**config.mk**
```make
export PLATFORM = sky130hd
export DESIGN_NAME = johnson_counter
export DESIGN_NICKNAME = d
export VERILOG_FILES = /design/src/rtl/johnson_counter.sv
export SDC_FILE = /design/constraint.sdc
export NUM_CORES = 1
export LEC_CHECK = 0
export CAP_MARGIN = 20
export CORE_AREA = 5 5 42 44
export DETAILED_ROUTE_END_ITERATION = 7
export DIE_AREA = 0 0 47 49
export REMOVE_ABC_BUFFERS = 1
export SETUP_SLACK_MARGIN = 0.05
export SYNTH_ARGS = -nofsm -noshare
export SYNTH_HDL_FRONTEND = slang
export SYNTH_SLANG_ARGS = --single-unit
```
**constraint.sdc**
```tcl
create_clock -name clk -period 2.96 [get_ports clk]
set_clock_uncertainty 0.1 [all_clocks]
set_input_delay 0.296 -clock clk [delete_from_list [all_inputs] [get_ports clk]]
set_output_delay 0.296 -clock clk [all_outputs]
set_load 0.01 [all_outputs]
```
**src/rtl/johnson_counter.sv**
```systemverilog
// Johnson (twisted-ring) counter with one-hot and binary phase decode,
// wrap flag and illegal-state detection with self-correction to all-zero.

// Flags when the counter holds the Johnson state with index IDX.
module johnson_state_match #(
    parameter int WIDTH = 4,
    parameter int IDX   = 0
) (
    input  logic [WIDTH-1:0] state,
    output logic             hit
);
    // State k: k low ones for k<=WIDTH, otherwise ones with (k-WIDTH) low zeros.
    function automatic logic [WIDTH-1:0] pattern(input int k);
        logic [WIDTH-1:0] p;
        p = '0;
        for (int i = 0; i < WIDTH; i++) begin
            if (k <= WIDTH) p[i] = (i < k);
            else            p[i] = (i >= k - WIDTH);
        end
        return p;
    endfunction

    localparam logic [WIDTH-1:0] PAT = pattern(IDX);

    assign hit = (state == PAT);
endmodule

module johnson_counter #(
    parameter int WIDTH = 4
) (
    input  logic                          clk,
    input  logic                          rst,
    output logic [WIDTH-1:0]              out,
    output logic [2*WIDTH-1:0]            phase,
    output logic [$clog2(2*WIDTH)-1:0]    phase_idx,
    output logic                          wrap,
    output logic                          illegal
);
    localparam int STATES = 2 * WIDTH;
    localparam int IDX_W  = $clog2(STATES);

    logic [WIDTH-1:0]  out_q, out_d;
    logic [STATES-1:0] hit;
    logic [IDX_W-1:0]  idx_c;

    // One comparator per valid state; at most one can hit.
    for (genvar g = 0; g < STATES; g++) begin : g_match
        johnson_state_match #(
            .WIDTH (WIDTH),
            .IDX   (g)
        ) u_match (
            .state (out_q),
            .hit   (hit[g])
        );
    end

    // Convert the one-hot hit vector to a binary index (zero when no hit).
    always_comb begin
        idx_c = '0;
        for (int k = 0; k < STATES; k++) begin
            if (hit[k]) idx_c = idx_c | IDX_W'(k);
        end
    end

    // Next state: twisted shift, or jump to all-zero from any illegal state.
    always_comb begin
        out_d = {out_q[WIDTH-2:0], ~out_q[WIDTH-1]};
        if (illegal) out_d = '0;
    end

    // State register; reset dominates counting and self-correction.
    always_ff @(posedge clk) begin
        if (rst) out_q <= '0;
        else     out_q <= out_d;
    end

    assign out       = out_q;
    assign phase     = hit;
    assign phase_idx = idx_c;
    assign wrap      = hit[STATES-1];
    assign illegal   = ~|hit;
endmodule

```
---- Word-level counts from Yosys, hierarchy flattened ----
Cells that the tools add are included.
operators by class
  bitwise gates (word level) .............. 2
  equal/unequal tests ..................... 7
  muxes and demuxes ....................... 7
  reductions and logical operators ........ 4
operators by type and width
  kind                                                  number
  equality test 4 bit (second input constant)           4
  two-way mux 3 bit                                     4
  OR reduction 8 bit                                    1
  equality test 4 x 1 -> 1 bit (second input constant)  1
  equality test 4 x 2 -> 1 bit (second input constant)  1
  equality test 4 x 3 -> 1 bit (second input constant)  1
  logical NOT 4 bit                                     1
  two-way mux 2 bit                                     2
  inverter 1 bit                                        2
  OR reduction 2 bit                                    1
  logical NOT 1 bit                                     1
  two-way mux 1 bit                                     1
storage, ports and cells
  bits of input ports ..................... 2
  output and inout port bits .............. 17
  register bits ........................... 4
  word-level logic and storage cells ...... 21

---- Longest topological paths before layout ----
Gate-level depths: netlist (run 1).
  depth in word-level cells ............... 8
  mapped depth ............................ 4
  gate-level depth less buffers ........... 3

---- Cells and area by module ----
From an unflattened synthesis (run 1), not the netlist that was laid out.
second synthesis, totals
  cell total of the unflattened synthesis .. 26
  area, all modules ....................... 292.8 um2
modules (own cells, without submodules)
  module                                         instances  sequential area each (um2)  cells each  area each (um2)
  johnson_counter                                1          80.1                        18          196.4
  johnson_state_match at g_match[0].u_match ...  3          0.0                         1           12.5
  johnson_state_match at g_match[1].u_match ...  2          0.0                         1           15.0
  johnson_state_match at g_match[3].u_match ...  2          0.0                         1           10.0
  johnson_state_match at g_match[4].u_match      1          0.0                         1           8.8

---- Worst setup path before layout (run 1) ----
No wires, ideal clock.
  path kind ............................... register to output
  from .................................... reg out_q[2], in the netlist out[2]
  to ...................................... out phase[7]
  setup slack ............................. 1.408 ns
  arrival time ............................ 1.156 ns
  path buffers ............................ 2
  stages on the path, launching flop included .. 5
  required time ........................... 2.564 ns
  path through ............................ dfxtp_1 > buf_4 > nand2b_1 > nor3_1 > buf_4
between the ends
  cells in the longest elaborated chain, start to end .. 1
ends and longest elaborated chain
  item                    RTL line  RTL
  from (decl)             42        logic [WIDTH-1:0] out_q, out_d;
  from (signal assigned)  74        else out_q <= out_d;
  equality test 4 bit     25        assign hit = (state == PAT);
  to (decl)               34        output logic [2*WIDTH-1:0] phase,
Every way passes these cells.

---- Worst setup path in the final report (run 1) ----
  from .................................... reg out_q[3], in the netlist out[3]
  to ...................................... out phase[5]
The elaborated chain is that of the path after synthesis.

==> qor.yml, run 1 <==
timing:
  hold_viol_final: 0
  drv_slew: 0
  tns_ns: 0
  fin_ws_ns: 0.755
  slew_headroom_pct: 66.8
  tightest_slew_ns: 0.497
  finalCritPeriodShare_pct: 74.5
  max_freq_mhz: 454
  rsz0062_at_grt: "false"
  finalCriticalPeriod_ns: 2.20
  finalSetupViolCount: 0
setup_path:
  crit_type: "reg2out"
  rr_startpoint: "out[3]"
  cp.required_ns: 2.56
  critPathMaxStageDelay_ns: 0.62
  critPathArrivalTime_ns: 1.81
  startpoint_type: "flop"
  r2r_cells: 3
  path_max_fanout: 15
  timing.reg2reg.setup_slack_ns: 1.71
  cp_cell_sequence: "nand2_2, nor3b_1, clkdlybuf4s50_1"
  reg2reg_to: "out[2]"
  critical_path.slowest_cell: "dfxtp_1"
  crit_path_end_kind: "output port"
drt:
  vias: 317
  vias_per_cell: 4.34
  drt_iter0_drc: 0
  drc: 0
  wl_per_cell_um: 10.6
  finalWirelength_um: 773
  postRouteAntennaNets: 0
  drtPass1Iterations: 1
synth:
  yosysWarnings: 0
  synth_cell_types: 23
  ys_seq_area_share_pct: 20.6
  yosys.area_share.simple_pct: 34.4
  syn_area_um2: 389
  synth_fa_ha_area_share_pct: 0
  syn_area_per_cell_um2: 8.11
  synth-compound-area-share_pct: 15.1
  synth_top_family_by_area: "simple AND/OR/NAND/NOR gates"
  synth_seq_cells: 4
  syn_inst: 48
  synth_xor_area_share_pct: 2.25
  synth_mux_area_share_pct: 0
place:
  gp_congestion: 0.708
  port_buffers: 18
  place_hpwl_um: 589
  pre_cts_ws_ns: 0.983
final_layout:
  diodes: 0
  nFillCells: 176
  layout_common_cells: "clkdlybuf4s50_1 (18), nor3_1 (4), dfxtp_1 (4)"
  fin_nets: 61
  synthToLayoutAreaGrowth_pct: 31.2
  largest_reg_flops: 4
  drive_gt1_share_pct: 17.5
  final_common_cell: "clkdlybuf4s50_1"
clock_tree:
  ctsLongestPathBuffers: 2
  cts_setup_buffers: 0
  cts_htree_levels: 1
  ctsResizeCount: 0
  cts_hold_buf: 0
  clk_pin_slew_worst_paths_ns: 0.04
  cts_buffers: 3
  cts-root-buf: "clkbuf_4"
  insertion_delay_ns: 0.23
  clock_sinks: 4
  tritoncts: "done"
grt:
  antenna_found_initial: 0
  grt-ovfl-total: 0
  grt_pass1_vias: 277
  track_usage_pct: 7.04
  grt_pass1_wl_um: 1230
  grt_max_degree: 16
power_and_ir_drop:
  power_density_nw_per_um2: 338
  power_uw: 173
  leakagePower_uw: 0.000167
  ir_drop_uv: 176
die:
  initial_core_util_pct: 27.8
  dieArea_um2: 2300
  die_x_um: 47
  die_h_um: 49
  core_um2: 1400
  fp-row-count: 14
  ios: 19
worst_hold_path:
  hold_end: "out[1]"
  worstHoldStart: "out[0]"
  hold_class: "reg2reg"
  whs_path_depth: 2
flow_run:
  max-cap-violations: 0
run_status:
  status: "complete, no violations"
[report_power, final]
group / switching (uW) / total (uW) / leakage (uW) / internal, uW
registers: 8.43 / 65.2 / 0.0000329 / 56.7
logic: 17.0 / 42.1 / 0.000120 / 25.1
clock network: 20.2 / 65.4 / 0.0000138 / 45.2
total: 45.6 / 173 / 0.000167 / 127
[metal layers]
metal / global-route usage [%] / share of wire (%) / vias to the layer above
li1: - / - / 173
met1: 9.67 / 47 / 136
met2: 9.95 / 47 / 8
met3: 1.11 / 6.0 / 0
met4: 4.15 / 0 / 0
met5: 0 / 0 / -
[cell families (layout without fill, tap and decap cells)]
kind of cell | Yosys count | in the layout
flip-flops | 4 | 4
AO/OA/AOI/OAI | 8 | 8
buffers and inverters | 13 | 22
XOR/XNOR | 1 | 1
AND/OR/NAND/NOR | 22 | 22
[cell type report]
cell class                 count  area [um^2]  share of cell area [%]
tap                           16         20.0                    3.92
timing repair buffer          18          180                    35.3
clock buffer                   3         22.5                    4.41
inverter                       1         6.26                    1.23
multi-input combinational     31          201                    39.5
sequential                     4         80.1                    15.7
[synth_stat cells, drive strengths merged]
| cell type | instances | share of area [%] |
|---|---|---|
| a21oi | 1 | 2.3 |
| nor2b | 1 | 1.6 |
| nor3b | 4 | 10 |
| nand2b | 1 | 1.6 |
| nand2 | 5 | 6.1 |
| nor4 | 2 | 3.2 |
| o21a | 1 | 1.9 |
| and2 | 1 | 1.6 |
| inv | 1 | 1.6 |
| dfxtp | 4 | 21 |
| a21boi | 1 | 1.9 |
| nor2 | 2 | 1.9 |
| nor3 | 4 | 5.1 |
| or2 | 1 | 1.6 |
| xnor2 | 1 | 2.3 |
| a2111oi | 1 | 3.9 |
| nand3 | 1 | 1.3 |
| buf | 12 | 26 |
| o21ai | 4 | 5.1 |
[critical path: cells and delay by family (launching register included)]
| family | cells | cell delay, ns |
|---|---|---|
| simple gates | 2 | 0.40 |
| buf+inv | 1 | 0.57 |
| flops | 1 | 0.62 |
[per-stage QoR]
stage	util (%)	hold slack, ns	area (um^2)	instances
after global placement	34.8	0.523	488	70
after CTS	36.4	0.528	510	73
after global routing	36.4	0.575	510	73
after floorplan	-	0.266	288	36
final	36.4	0.529	510	73
after detailed placement	34.8	0.521	488	70
[how the worst max path moves through the flow]
stage	from	end	depth (start not counted)
2_1_floorplan	out[3]	phase[7]	2
3_3_place_gp	out[3]	phase[5]	3
3_5_place_dp	out[3]	phase[5]	3
4_1_cts	out[3]	phase[5]	3
5_1_grt	out[3]	phase[5]	3
6_report	out[3]	phase[5]	3
Power figures use the tool's default switching activity.
==> inputs of run 2 (changes only) <==
clock period = 2.15 ns   (was 2.96 ns; I/O delays follow)
==> qor.yml, run 2 (synthesis gave the netlist of run 1 again) <==
place:
  gp_congestion: 0.631
  pre_cts_ws_ns: 0.287
  place_hpwl_um: 640
  placed_cell_area_um2: 503
  port_buffers: 18
drt:
  drt_iter0_drc: 4
  postRouteAntennaNets: 0
  vias_per_cell: 4.65
  vias: 349
  drtPass1Iterations: 2
  drc: 0
  finalWirelength_um: 819
  wl_per_cell_um: 10.9
grt:
  track_usage_pct: 7.89
  antenna_found_initial: 0
  grt_pass1_vias: 313
  grt_max_degree: 13
  grt-ovfl-total: 0
  grt_pass1_wl_um: 1320
power_and_ir_drop:
  power_density_nw_per_um2: 459
  leakagePower_uw: 0.000178
  power_uw: 243
  ir_drop_uv: 230
setup_path:
  cp_cell_sequence: "inv_4, nor4_1, clkdlybuf4s50_1"
  crit_type: "reg2out"
  path_max_fanout: 11
  critPathMaxStageDelay_ns: 0.59
  crit_family: "buffers and inverters"
  critPathBufInv: 2
  startpoint_type: "flop"
  critical_path.slowest_cell: "clkdlybuf4s50_1"
  crit_path_end_kind: "output port"
  cp.required_ns: 1.84
  critPathArrivalTime_ns: 1.65
run_status:
  status: "complete, no violations"
final_layout:
  fin_nets: 63
  drive_gt1_share_pct: 25.4
  layout_common_cells: "clkdlybuf4s50_1 (18), nor3_1 (4), nand2_1 (3), clkbuf_4 (3), dfxtp_2 (3)"
  postLayoutCellArea_um2: 529
  synthToLayoutAreaGrowth_pct: 36.0
  diodes: 0
  nFillCells: 170
  largest_reg_flops: 4
  final_common_cell: "clkdlybuf4s50_1"
flow_run:
  max-cap-violations: 0
timing:
  finalCriticalPeriod_ns: 1.96
  slew_headroom_pct: 83.1
  max_freq_mhz: 509
  finalCritPeriodShare_pct: 91.4
  tightest_slew_ns: 0.253
  drv_slew: 0
  rsz0062_at_grt: "false"
  fin_ws_ns: 0.186
  tns_ns: 0
  hold_viol_final: 0
  finalSetupViolCount: 0
die:
  die_h_um: 49
  dieArea_um2: 2300
  ios: 19
  initial_core_util_pct: 27.8
  fp-row-count: 14
  die_x_um: 47
  core_um2: 1400
clock_tree:
  tritoncts: "done"
  cts_htree_levels: 1
  cts_buffers: 3
  clock_sinks: 4
  ctsLongestPathBuffers: 2
  clk_pin_slew_worst_paths_ns: 0.03
  cts-root-buf: "clkbuf_4"
  cts_hold_buf: 0
  insertion_delay_ns: 0.24
worst_hold_path:
  hold_class: "reg2reg"
## run 2: what timing repair did
action,CTS,global route
setup buffers,0,0
endpoints found under the setup margin,2,5
resized for setup,1,2
## run 2: final cells by class
class / count / area, um^2 / share of cell area (%)
multi-input combinational: 31 / 201 / 38.1
clock buffer: 3 / 22.5 / 4.26
timing repair buffer: 20 / 195 / 36.9
inverter: 1 / 6.26 / 1.18
sequential: 4 / 83.8 / 15.8
tap: 16 / 20.0 / 3.78
## run 2: through the flow
step                      util [%]  hold slack (ns)  std cells
after global placement        35.9            0.532         72
after CTS                     37.6            0.460         75
after detailed placement      35.9            0.538         72
final                         37.8            0.460         75
after floorplan                  -            0.185         36
after global routing          37.8            0.477         75
## run 2: worst reg2reg max path: cells and delay by family, from the launching register on
| family | cells | cell delay (ns) |
|---|---|---|
| simple gates | 1 | 0.07 |
| buf+inv | 1 | 0.20 |
| flops | 1 | 0.43 |
| compound gates | 1 | 0.20 |
## run 2: routing by layer
| layer | global-route usage [%] | share of wire, % | vias up |
|---|---|---|---|
| met5 | 0 | 0 | - |
| met4 | 5.53 | 2.4 | 0 |
| met3 | 1.11 | 5.6 | 2 |
| met2 | 11.5 | 45 | 10 |
| met1 | 10.1 | 47 | 155 |
| li1 | - | - | 182 |
## run 2: final timing paths
path	start	to	slack, ns	cells after the start
hold / removal	out[0]	out[1]	0.46	2
setup / recovery	out[0]	phase[1]	0.19	3
setup reg to reg	out[1]	out[0]	1.04	3
hold reg to reg	out[0]	out[1]	0.46	2
## run 2: where the power goes
group | internal [uW] | switching (uW)
clock network | 62.4 | 30.0
logic | 36.2 | 26.4
registers | 78.6 | 9.54
==> inputs of run 3 (changes only) <==
clock period = 1.8 ns   (was 2.15 ns; I/O delays follow)
==> qor.yml, run 3 (synthesis gave the netlist of run 1 again) <==
run_status:
  status: "complete, no violations"
clock_tree:
  cts-root-buf: "clkbuf_4"
  insertion_delay_ns: 0.24
  ctsLongestPathBuffers: 2
  clock_sinks: 4
  cts_setup_buffers: 0
  cts_buffers: 3
  cts_htree_levels: 1
  tritoncts: "done"
  cts_hold_buf: 0
  clk_pin_slew_worst_paths_ns: 0.04
drt:
  drtPass1Iterations: 2
  drt_iter0_drc: 1
  drc: 0
  vias: 365
  postRouteAntennaNets: 0
  vias_per_cell: 4.62
  wl_per_cell_um: 10.3
  finalWirelength_um: 811
die:
  die_h_um: 49
  fp-row-count: 14
  initial_core_util_pct: 27.8
  die_x_um: 47
  ios: 19
  dieArea_um2: 2300
  core_um2: 1400
power_and_ir_drop:
  power_density_nw_per_um2: 510
  swShare_pct: 27.6
  combPwrFrac_pct: 26.5
  p_sw_uw: 78.8
  ir_drop_uv: 403
  leakagePower_uw: 0.000276
  clockPowerShare_pct: 38.6
  seq_power_share_pct: 34.9
  internal_power_uw: 207
setup_path:
  critPathArrivalTime_ns: 1.37
  startpoint_type: "flop"
  worstSetupStartpoint: "out[2]"
  crit_type: "reg2out"
  crit_path_end_kind: "output port"
  cp_cell_sequence: "nand2_2, nor2_1, clkdlybuf4s50_1"
  cp.required_ns: 1.52
  critical_path.slowest_cell: "clkdlybuf4s50_1"
  path_max_fanout: 12
  rr_startpoint: "out[3]"
  critPathMaxStageDelay_ns: 0.54
final_layout:
  post-route-util_pct: 40.0
  synthToLayoutAreaGrowth_pct: 44.1
  fin_nets: 67
  diodes: 0
  layout_common_cells: "dlygate4sd2_1 (10), clkdlybuf4s50_1 (6), buf_4 (6)"
  drive_gt1_share_pct: 31.7
  largest_reg_flops: 4
  final_common_cell: "dlygate4sd2_1"
  multi_input_area_um2: 201
  seq_area_um2: 92.6
  nFillCells: 162
grt:
  grt.busiest_layer: "met2"
  use_met2_pct: 12.9
  antenna_found_initial: 0
  grt_pass1_wl_um: 1410
  met3_usage_pct: 4.43
  track_usage_pct: 8.10
  grt_pass1_vias: 360
  grt-ovfl-total: 0
  grt_max_degree: 13
  met1_usage_pct: 9.45
timing:
  slew_headroom_pct: 83.4
  finalSetupViolCount: 0
  finalCriticalPeriod_ns: 1.65
  max_freq_mhz: 607
  tightest_slew_ns: 0.249
  drv_slew: 0
  tns_ns: 0
  hold_viol_final: 0
  finalCritPeriodShare_pct: 91.5
  rsz0062_at_grt: "false"
place:
  place_hpwl_um: 630
  port_buffers: 18
  gp_congestion: 0.706
flow_run:
  max-cap-violations: 0
worst_hold_path:
  hold_class: "reg2reg"
  worstHoldStart: "out[1]"
-- run 3: cell types whose count changed in the layout (fill, tap and decap cells not counted), sizes merged --
cell,delta
dlygate4sd2,+10
clkdlybuf4s50,-12
buf,+4
dlymetal6s2s,+2
-- run 3: cell type report --
cell class              count  share of cell area [%]
well taps                  16                    3.57
repair buffers             24                    38.8
inverters                   1                    1.12
clock buffers               3                    4.02
multi-input cells          31                    35.9
flip-flops and latches      4                    16.5
-- run 3: stage by stage --
step | cell area (um^2) | hold slack (ns) | total power [uW] | std cells | setup WS [ns]
finish | 561 | 0.403 | 286 | 79 | 0.154
global route | 561 | 0.425 | 311 | 79 | 0.0749
CTS | 556 | 0.399 | 291 | 79 | 0.000215
detailed placement | 533 | 0.459 | 188 | 76 | 0.0701
global placement | 533 | 0.463 | 188 | 76 | 0.0819
floorplan | 288 | 0.150 | 140 | 36 | 0.330
-- run 3: power by group through the flow --
stage	clock (uW)	sequential (uW)	combinational [uW]
after CTS	114	99.6	77.6
after floorplan	0	108	32.5
final	110	99.9	75.9
after global placement	0	103	84.7
after global routing	126	101	84.5
after detailed placement	0	103	85.1
-- run 3: what timing repair did --
| action | CTS | global route |
|---|---|---|
| setup endpoints to repair | 14 | 2 |
| pin swaps | 0 | 0 |
| resized for setup | 17 | 2 |
| gates cloned | 0 | 0 |
-- run 3: worst max-delay path: cells and delay by family (launching register included) --
family,cells,cell delay (ns)
buf+inv,1,0.54
flops,1,0.40
simple gates,2,0.20
-- run 3: path summary, 6_finish.rpt --
check,endpoint,slack [ns],depth (start not counted)
max,phase[4],0.15,3
min,out[0],0.40,1
max reg2reg,out[0],0.76,2
min reg2reg,out[0],0.40,1
-- run 3: layer usage --
| layer | up-vias | share of wire (%) |
|---|---|---|
| met5 | - | 0 |
| met4 | 0 | 0 |
| met3 | 0 | 8.5 |
| met2 | 11 | 48 |
| met1 | 165 | 43 |
| li1 | 189 | - |
